[config.mk]
export PLATFORM = sky130hd
export DESIGN_NAME = vr_pipe_n
export DESIGN_NICKNAME = d
export VERILOG_FILES = /design/src/rtl/vr_pipe_n_pkg.sv /design/src/rtl/vr_stage.sv /design/src/rtl/vr_pipe_n.sv
export SDC_FILE = /design/constraint.sdc
export NUM_CORES = 1
export LEC_CHECK = 0
export BUFFER_PORTS_ARGS = -buffer_cell sky130_fd_sc_hd__buf_2
export CAP_MARGIN = 30
export CORE_MARGIN = 2
export CORE_UTILIZATION = 45
export CTS_CLUSTER_SIZE = 16
export DETAILED_ROUTE_END_ITERATION = 7
export GPL_TIMING_DRIVEN = 0
export HOLD_SLACK_MARGIN = 0.02
export PLACE_DENSITY = 0.77
export SYNTH_ARGS = -nofsm -noshare
export SYNTH_HDL_FRONTEND = slang
export SYNTH_SLANG_ARGS = --single-unit
[constraint.sdc]
create_clock -name clk -period 4 [get_ports clk]
set_input_delay 0.8 -clock clk [delete_from_list [all_inputs] [get_ports clk]]
set_output_delay 0.8 -clock clk [all_outputs]
set_load 0.02 [all_outputs]
[src/rtl/vr_pipe_n_pkg.sv]
// Shared types and helpers for the valid/ready pipeline slice.
// Holds the stage-mode selector and the occupancy counter width.
package vr_pipe_n_pkg;

    typedef enum logic {
        VR_PIPE = 1'b0,
        VR_SKID = 1'b1
    } vr_mode_e;

    // Wide enough to count 0..2*DEPTH, the largest capacity over both modes.
    function automatic int occ_w(input int depth);
        return $clog2(2 * depth + 1);
    endfunction

endpackage

[src/rtl/vr_stage.sv]
// One valid/ready register stage: single-entry with combinational ready (VR_PIPE)
// or main+skid entry with registered ready (VR_SKID).
module vr_stage
    import vr_pipe_n_pkg::*;
#(
    parameter int       W    = 8,
    parameter vr_mode_e MODE = VR_PIPE
) (
    input  logic         clk,
    input  logic         rst,
    input  logic         flush,
    input  logic         in_vld,
    input  logic [W-1:0] in_data,
    output logic         in_rdy,
    output logic         out_vld,
    output logic [W-1:0] out_data,
    input  logic         out_rdy
);

    generate
        if (MODE == VR_PIPE) begin : g_pipe
            logic         r_vld;
            logic [W-1:0] r_data;

            assign in_rdy   = out_rdy | ~r_vld;
            assign out_vld  = r_vld;
            assign out_data = r_data;

            always_ff @(posedge clk or posedge rst) begin
                if (rst) begin
                    r_vld  <= 1'b0;
                    r_data <= '0;
                end else if (flush) begin
                    r_vld <= 1'b0;
                end else if (in_vld && in_rdy) begin
                    r_vld  <= 1'b1;
                    r_data <= in_data;
                end else if (out_rdy) begin
                    r_vld <= 1'b0;
                end
            end
        end else begin : g_skid
            logic         r_main_vld;
            logic [W-1:0] r_main_data;
            logic         r_skid_vld;
            logic [W-1:0] r_skid_data;
            logic         w_pop;
            logic         w_take;

            // Ready comes only from the skid flag, so upstream never sees out_rdy.
            assign in_rdy   = ~r_skid_vld;
            assign out_vld  = r_main_vld;
            assign out_data = r_main_data;
            assign w_pop    = r_main_vld & out_rdy;
            assign w_take   = in_vld & ~r_skid_vld;

            always_ff @(posedge clk or posedge rst) begin
                if (rst) begin
                    r_main_vld  <= 1'b0;
                    r_main_data <= '0;
                    r_skid_vld  <= 1'b0;
                    r_skid_data <= '0;
                end else if (flush) begin
                    r_main_vld <= 1'b0;
                    r_skid_vld <= 1'b0;
                end else if (w_pop) begin
                    if (r_skid_vld) begin
                        r_main_data <= r_skid_data;
                        r_skid_vld  <= 1'b0;
                    end else if (w_take) begin
                        r_main_data <= in_data;
                    end else begin
                        r_main_vld <= 1'b0;
                    end
                end else if (w_take) begin
                    if (r_main_vld) begin
                        r_skid_vld  <= 1'b1;
                        r_skid_data <= in_data;
                    end else begin
                        r_main_vld  <= 1'b1;
                        r_main_data <= in_data;
                    end
                end
            end
        end
    endgenerate

endmodule

[src/rtl/vr_pipe_n.sv]
// DEPTH cascaded valid/ready stages with a flush input and an occupancy counter.
// Flush masks both handshakes at the boundary so nothing enters or leaves on that edge.
module vr_pipe_n
    import vr_pipe_n_pkg::*;
#(
    parameter int       W     = 8,
    parameter int       DEPTH = 2,
    parameter vr_mode_e MODE  = VR_PIPE
) (
    input  logic                       clk,
    input  logic                       rst,
    input  logic                       s_vld,
    input  logic [W-1:0]               s_data,
    output logic                       s_rdy,
    output logic                       m_vld,
    output logic [W-1:0]               m_data,
    input  logic                       m_rdy,
    input  logic                       flush,
    output logic [occ_w(DEPTH)-1:0]    occ
);

    localparam int OW = occ_w(DEPTH);

    logic         w_vld  [DEPTH+1];
    logic         w_rdy  [DEPTH+1];
    logic [W-1:0] w_data [DEPTH+1];
    logic         w_in_xfer;
    logic         w_out_xfer;
    logic [OW-1:0] r_occ;

    assign w_vld[0]     = s_vld;
    assign w_data[0]    = s_data;
    assign w_rdy[DEPTH] = m_rdy;
    assign s_rdy        = w_rdy[0] & ~flush;
    assign m_vld        = w_vld[DEPTH] & ~flush;
    assign m_data       = w_data[DEPTH];
    assign occ          = r_occ;

    generate
        for (genvar g = 0; g < DEPTH; g++) begin : g_stage
            vr_stage #(
                .W    (W),
                .MODE (MODE)
            ) u_stage (
                .clk      (clk),
                .rst      (rst),
                .flush    (flush),
                .in_vld   (w_vld[g]),
                .in_data  (w_data[g]),
                .in_rdy   (w_rdy[g]),
                .out_vld  (w_vld[g+1]),
                .out_data (w_data[g+1]),
                .out_rdy  (w_rdy[g+1])
            );
        end
    endgenerate

    assign w_in_xfer  = s_vld & s_rdy;
    assign w_out_xfer = m_vld & m_rdy;

    always_ff @(posedge clk or posedge rst) begin
        if (rst) begin
            r_occ <= '0;
        end else if (flush) begin
            r_occ <= '0;
        end else if (w_in_xfer && !w_out_xfer) begin
            r_occ <= r_occ + OW'(1);
        end else if (w_out_xfer && !w_in_xfer) begin
            r_occ <= r_occ - OW'(1);
        end
    end

endmodule
* Word level (Yosys, flattened, before mapping)
Cells that the tools add are included.
Widths: inputs -> output; s select.
** Storage, ports and cells
- Logic and storage cells :: 36
- Output and inout bits :: 13
- Input bits :: 13
- Bits in registers :: 21
** Cells by class
- Multiplexer cells :: 9
- Reductions and logical operators :: 11
- Add/subtract/negate cells :: 2
- Bitwise operators :: 9
** Operators with widths (number)
- $mux 3 :: 3
- $reduce_bool 3->1 :: 3
- $mux 1 :: 6
- $and 1x1->1 :: 4
- $logic_and 1x1->1 :: 4
- $reduce_and 2->1 :: 2
- $add 3x1->3 const B :: 1
- $not 1->1 :: 3
- $sub 3x1->3 const B :: 1
- $logic_not 1->1 :: 2
- $or 1x1->1 :: 2

* Logic depth before layout (Yosys ltp)
- Depth after elaboration :: 10
- Gate-level depth with buffers :: 7
- Depth with buffers taken out :: 6

* Cells and area by module
A second synthesis with hierarchy kept.
** Unflattened totals
- Cell total of the unflattened synthesis :: 75
- Area total of the unflattened synthesis :: 998.5 um^2
** By module, submodules not included
- vr_stage :: times used 2, sequential area each 225.2 um^2, cells an instance 23, area each 362.8 um^2
- vr_pipe_n :: times used 1, sequential area each 75.1 um^2, cells an instance 29, area each 272.8 um^2

* Least setup slack after synthesis
Ideal clock, no wire load.
- Kind :: input-to-reg
- From :: input port flush
- To :: register r_occ[2], in the netlist occ[2]
- Stages on the path :: 6
- Library setup time :: 0.125 ns
- Slack :: 1.851 ns
- Required time :: 3.875 ns
- Data arrival time :: 2.025 ns
- Buffers on the path :: 1
- Cells stage by stage :: buf_6 > nand2b_4 > nor2_1 > fa_1 > a41oi_1 > mux2_2
** On the way
- Word-level cells in the longest chain between the ends :: 7
- Elaborated cells between the ends (all ways) :: 12
- Those cells by class :: 2 x mux; 5 x bitwise; 5 x reduce/logical
** RTL lines
- start: declaration :: RTL line vr_pipe_n.sv:18 : input logic flush,
- $not 1->1 (no source line)
- $and 1x1->1 :: RTL line vr_pipe_n.sv:35 : assign m_vld = w_vld[DEPTH] & ~flush;
- $and 1x1->1 :: RTL line vr_pipe_n.sv:59 : assign w_out_xfer = m_vld & m_rdy;
- $logic_not 1->1 :: RTL line vr_pipe_n.sv:66 : end else if (w_in_xfer && !w_out_xfer) begin
- $logic_and 1x1->1 :: RTL line vr_pipe_n.sv:66
- $mux 3 :: RTL line vr_pipe_n.sv:66
- $mux 3 :: RTL line vr_pipe_n.sv:64 : end else if (flush) begin
- end signal: assignment :: RTL line vr_pipe_n.sv:67 : r_occ <= r_occ + OW'(1);
- end signal: assignment :: RTL line vr_pipe_n.sv:69 : r_occ <= r_occ - OW'(1);
- end: declaration :: RTL line vr_pipe_n.sv:29 : logic [OW-1:0] r_occ;
Several ways; a longest one is shown, not always the timed one.
A chain may end at the register's enable or synchronous reset.

* Worst setup path in the final report
- From :: input port m_rdy
- To :: output port s_rdy
** On the way
- Word-level cells in the longest chain between the ends :: 3
** RTL lines
- start: declaration :: RTL line vr_pipe_n.sv:17 : input logic m_rdy,
- $or 1x1->1 (2 in series) :: RTL line vr_stage.sv:25 : assign in_rdy = out_rdy | ~r_vld;
- $and 1x1->1 :: RTL line vr_pipe_n.sv:34 : assign s_rdy = w_rdy[0] & ~flush;
- end: declaration :: RTL line vr_pipe_n.sv:14 : output logic s_rdy,
No other way between the ends.

==> summary.md <==
| Metric | Value |
|---|---|
| Met3 Usage GRT | `around 1.2%` |
| Gr busiest metal | `met2` |
| Final Core Density | `57.4%` |
| Power Density | `roughly 460 mW/mm^2` |
| # port buffers | `24` |
| WHS | `515 ps` |
| WP data required | `3200 ps` |
| Main combinational cell family by area after synthesis | `multiplexers` |
| Commonest non-fill, non-tap cell in the layout | `buf_2` |
| Clock root buffer | `clkbuf_4` |
| GP Congestion | `0.679` |
| Synthesis Warnings | `0` |
| R2r worst-path depth | `5` |
| Cts hold-fix bufs | `0` |
| GRT Util Overall | `between 10% and 20%` |
| Routed length per instance | `between 10 and 15 microns` |
| Share of the synthesized area in the top cell type | `a little over half` |
| Adder-cell area share of the yosys netlist | `under 10%` |
| Placed Cells incl. Taps | `118` |
| First-pass GRT wire length | `2810 microns` |
| DRC | `0` |
| Fmax | `around 460 MHz` |
| Setup repair after global routing missed its margin | `false` |
| Worst path arrival time | `1360 ps` |
| CP max FO | `5` |
| Sequential-to-total area share from yosys stat | `54.3%` |
| FP Rows | `16` |
| Post-synth top area cell | `dfrtp_1` |
| Routed vias/inst | `roughly 4.9` |
| Area Growth Syn to Fin | `18.7%` |
| Status | `completed` |
| Clk Latency, worst-skew pair | `approximately 290 ps` |
| Fin Clk Skew | `3.80 ps` |
| Simple-Gate Fraction of Synth Area | `between 10% and 20%` |
| Setup violators final | `0` |
| Dominant cells by area after synthesis | `dfrtp_1 54%, mux2_4 12%, mux2_2 10%` |
| CTS tree | `done` |
| Commonest non-fill, non-tap cells in the layout | `24 x buf_2, 21 x dfrtp_1, 9 x mux2_2` |
| Peak supply drop | `approximately 0.23 mV` |
| Register area | `526 sq um` |
| Hold Path Stages | `1` |
| Layout Cells excl Fill | `between 100 and 150` |
| CTS H-tree lvls | `1` |
| Met1 Usage GRT | `around 17%` |
| Inserted Clock Buffers | `3` |
| Synthesized cell area | `approximately 970 sq um` |
| Grt ovf | `0` |
| Post-detail-place hpwl | `1310 microns` |
| Max clock buf depth | `2` |
| Vias | `a little under 600` |
| Die Wd | `a little over 50 microns` |
| Initial antenna violation count | `0` |
| Slew @ Worst Pin | `between 700 and 800 ps` |
| CP Launch Point | `m_rdy` |
| Final Slew Violations | `0` |
| Iter 0 DRT Violations | `1` |
| Yosys reg bits | `21` |
| Worst slew margin | `49.1%` |
| GR Layer Usage met2 | `27.4%` |
| Synth Flop Type | `dfrtp_1` |
| Mux contribution to synthesized area | `23.9%` |
| Hold Startpoint | `g_stage[0].u_stage.out_data[1]` |
| Final WS setup | `around 1800 ps` |
| Core Footprint | `0.00200 sq mm` |
| Die Height | `50.4 microns` |
| Worst-path clk slew | `about 110 ps` |
| CP endpoint kind | `output pin` |
| Distinct cell type count after synthesis | `20` |
| Complex-gate fraction of the synthesized area | `4.26%` |
| Maxcap violations | `0` |
| Syn avg cell area | `about 14 sq um` |
| Largest net degree at the start of global routing | `22` |
| Static Leak | `about 0.58 nW` |
| Setup Fix Bufs, Post-CTS | `0` |
| TNS Setup | `0 ps` |
| Detail Route Antenna Nets | `0` |
| Period utilization | `54.0%` |
| Final #Nets | `110` |
| XOR/XNOR Fraction of Synth Area | `1.81%` |
| Ys async rst share | `100%` |
| Syn Nets | `between 80 and 90` |
| Area of the multi-input gates | `slightly above 400 sq um` |
| # fillers | `180` |
| Final hold vios | `0` |
| Share of cells above drive strength 1 | `between 50% and 60%` |
| Die area | `0.00254 sq mm` |
| Min-delay worst type | `flop to flop` |
| Startpoint types | `input pin` |
| EDFF count, synth | `0` |
| R2r startpoint | `g_stage[0].u_stage.out_vld` |
| Number of global-route vias before repair | `628` |
| Synth Instances | `67` |
| Crit Path Class | `input pin to output pin` |
| Final wirelength | `between 1500 and 2000 microns` |
| Effective utilization at floorplan | `between 40% and 50%` |
| IO Count | `26` |
| Detailed Routing Iterations Pass 1 | `4` |
| Post_cts resized | `0` |
| Period minus WS final | `2160 ps` |
| Dpl ws | `roughly 1700 ps` |
| ANT cells | `0` |
| Clock Sinks | `21` |
state kept, by name, indices dropped and copies added, names as in the netlist:
name / count
g_stage.u_stage.out_data: 16
occ: 3
g_stage.u_stage.out_vld: 2
cells in the mapped netlist (all sizes together), types with 2 or more instances:
master and n:
inv 3, dfrtp 21, xnor2 2, mux2 17, and2b 2, a21oi 2
nor2 7, buf 2
report_power, final:
part | internal, W | switching [W] | total, W
Clock | 0.0000372 | 0.0000603 | 0.0000975
Sequential | 0.000253 | 0.0000218 | 0.000275
Combinational | 0.0000730 | 0.0000791 | 0.000152
Total | 0.000363 | 0.000161 | 0.000524
worst max-delay path: stages:
cell and delay, ps:
buf_2 130, nor2b_4 180, a21oi_1 90, buf_2 160
per-layer routing:
metal / wire, microns / vias up / share of wire [%]
met1: 647 / 299 / 40
met2: 930 / 12 / 57
li1: - / 286 / -
met4: 0 / 0 / 0
met3: 57 / 0 / 3.5
met5: 0 / - / 0
logic make-up (layout without fill, tap and decap cells):
kind of cell / count (synthesis) / in the layout
flip-flops: 21 / 21
multiplexers: 18 / 18
AND/OR/NAND/NOR: 14 / 14
AO/OA/AOI/OAI: 6 / 6
buffers and inverters: 5 / 33
XOR/XNOR: 2 / 2
adder cells (fa/ha/maj): 1 / 1
stage by stage:
step	total power [W]	instance area, sq um
5_1_grt	0.000557	1150
2_1_floorplan	0.000383	968
4_1_cts	0.000533	1150
6_report	0.000524	1150
3_5_place_dp	0.000435	1120
3_3_place_gp	0.000425	1120
final timing paths:
check | endpoint | slack, ps
max in group asynchronous | occ[2] | 2900
hold reg to reg | g_stage[0].u_stage.out_data[1] | 510
min in group asynchronous | g_stage[1].u_stage.out_data[5] | 620
hold / removal | g_stage[0].u_stage.out_data[1] | 510
setup / recovery | s_rdy | 1840
setup reg to reg | occ[2] | 2250
layout make-up:
cell class	count	share of cell area, %
sequential	21	45.7
multi-input combinational	41	35.6
timing repair buffer	24	10.4
tap	27	2.94
clock buffer	3	1.96
buffer	2	1.96
inverter	3	0.979
clock inverter	1	0.435
No activity file was read; power rests on OpenSTA's default activity.
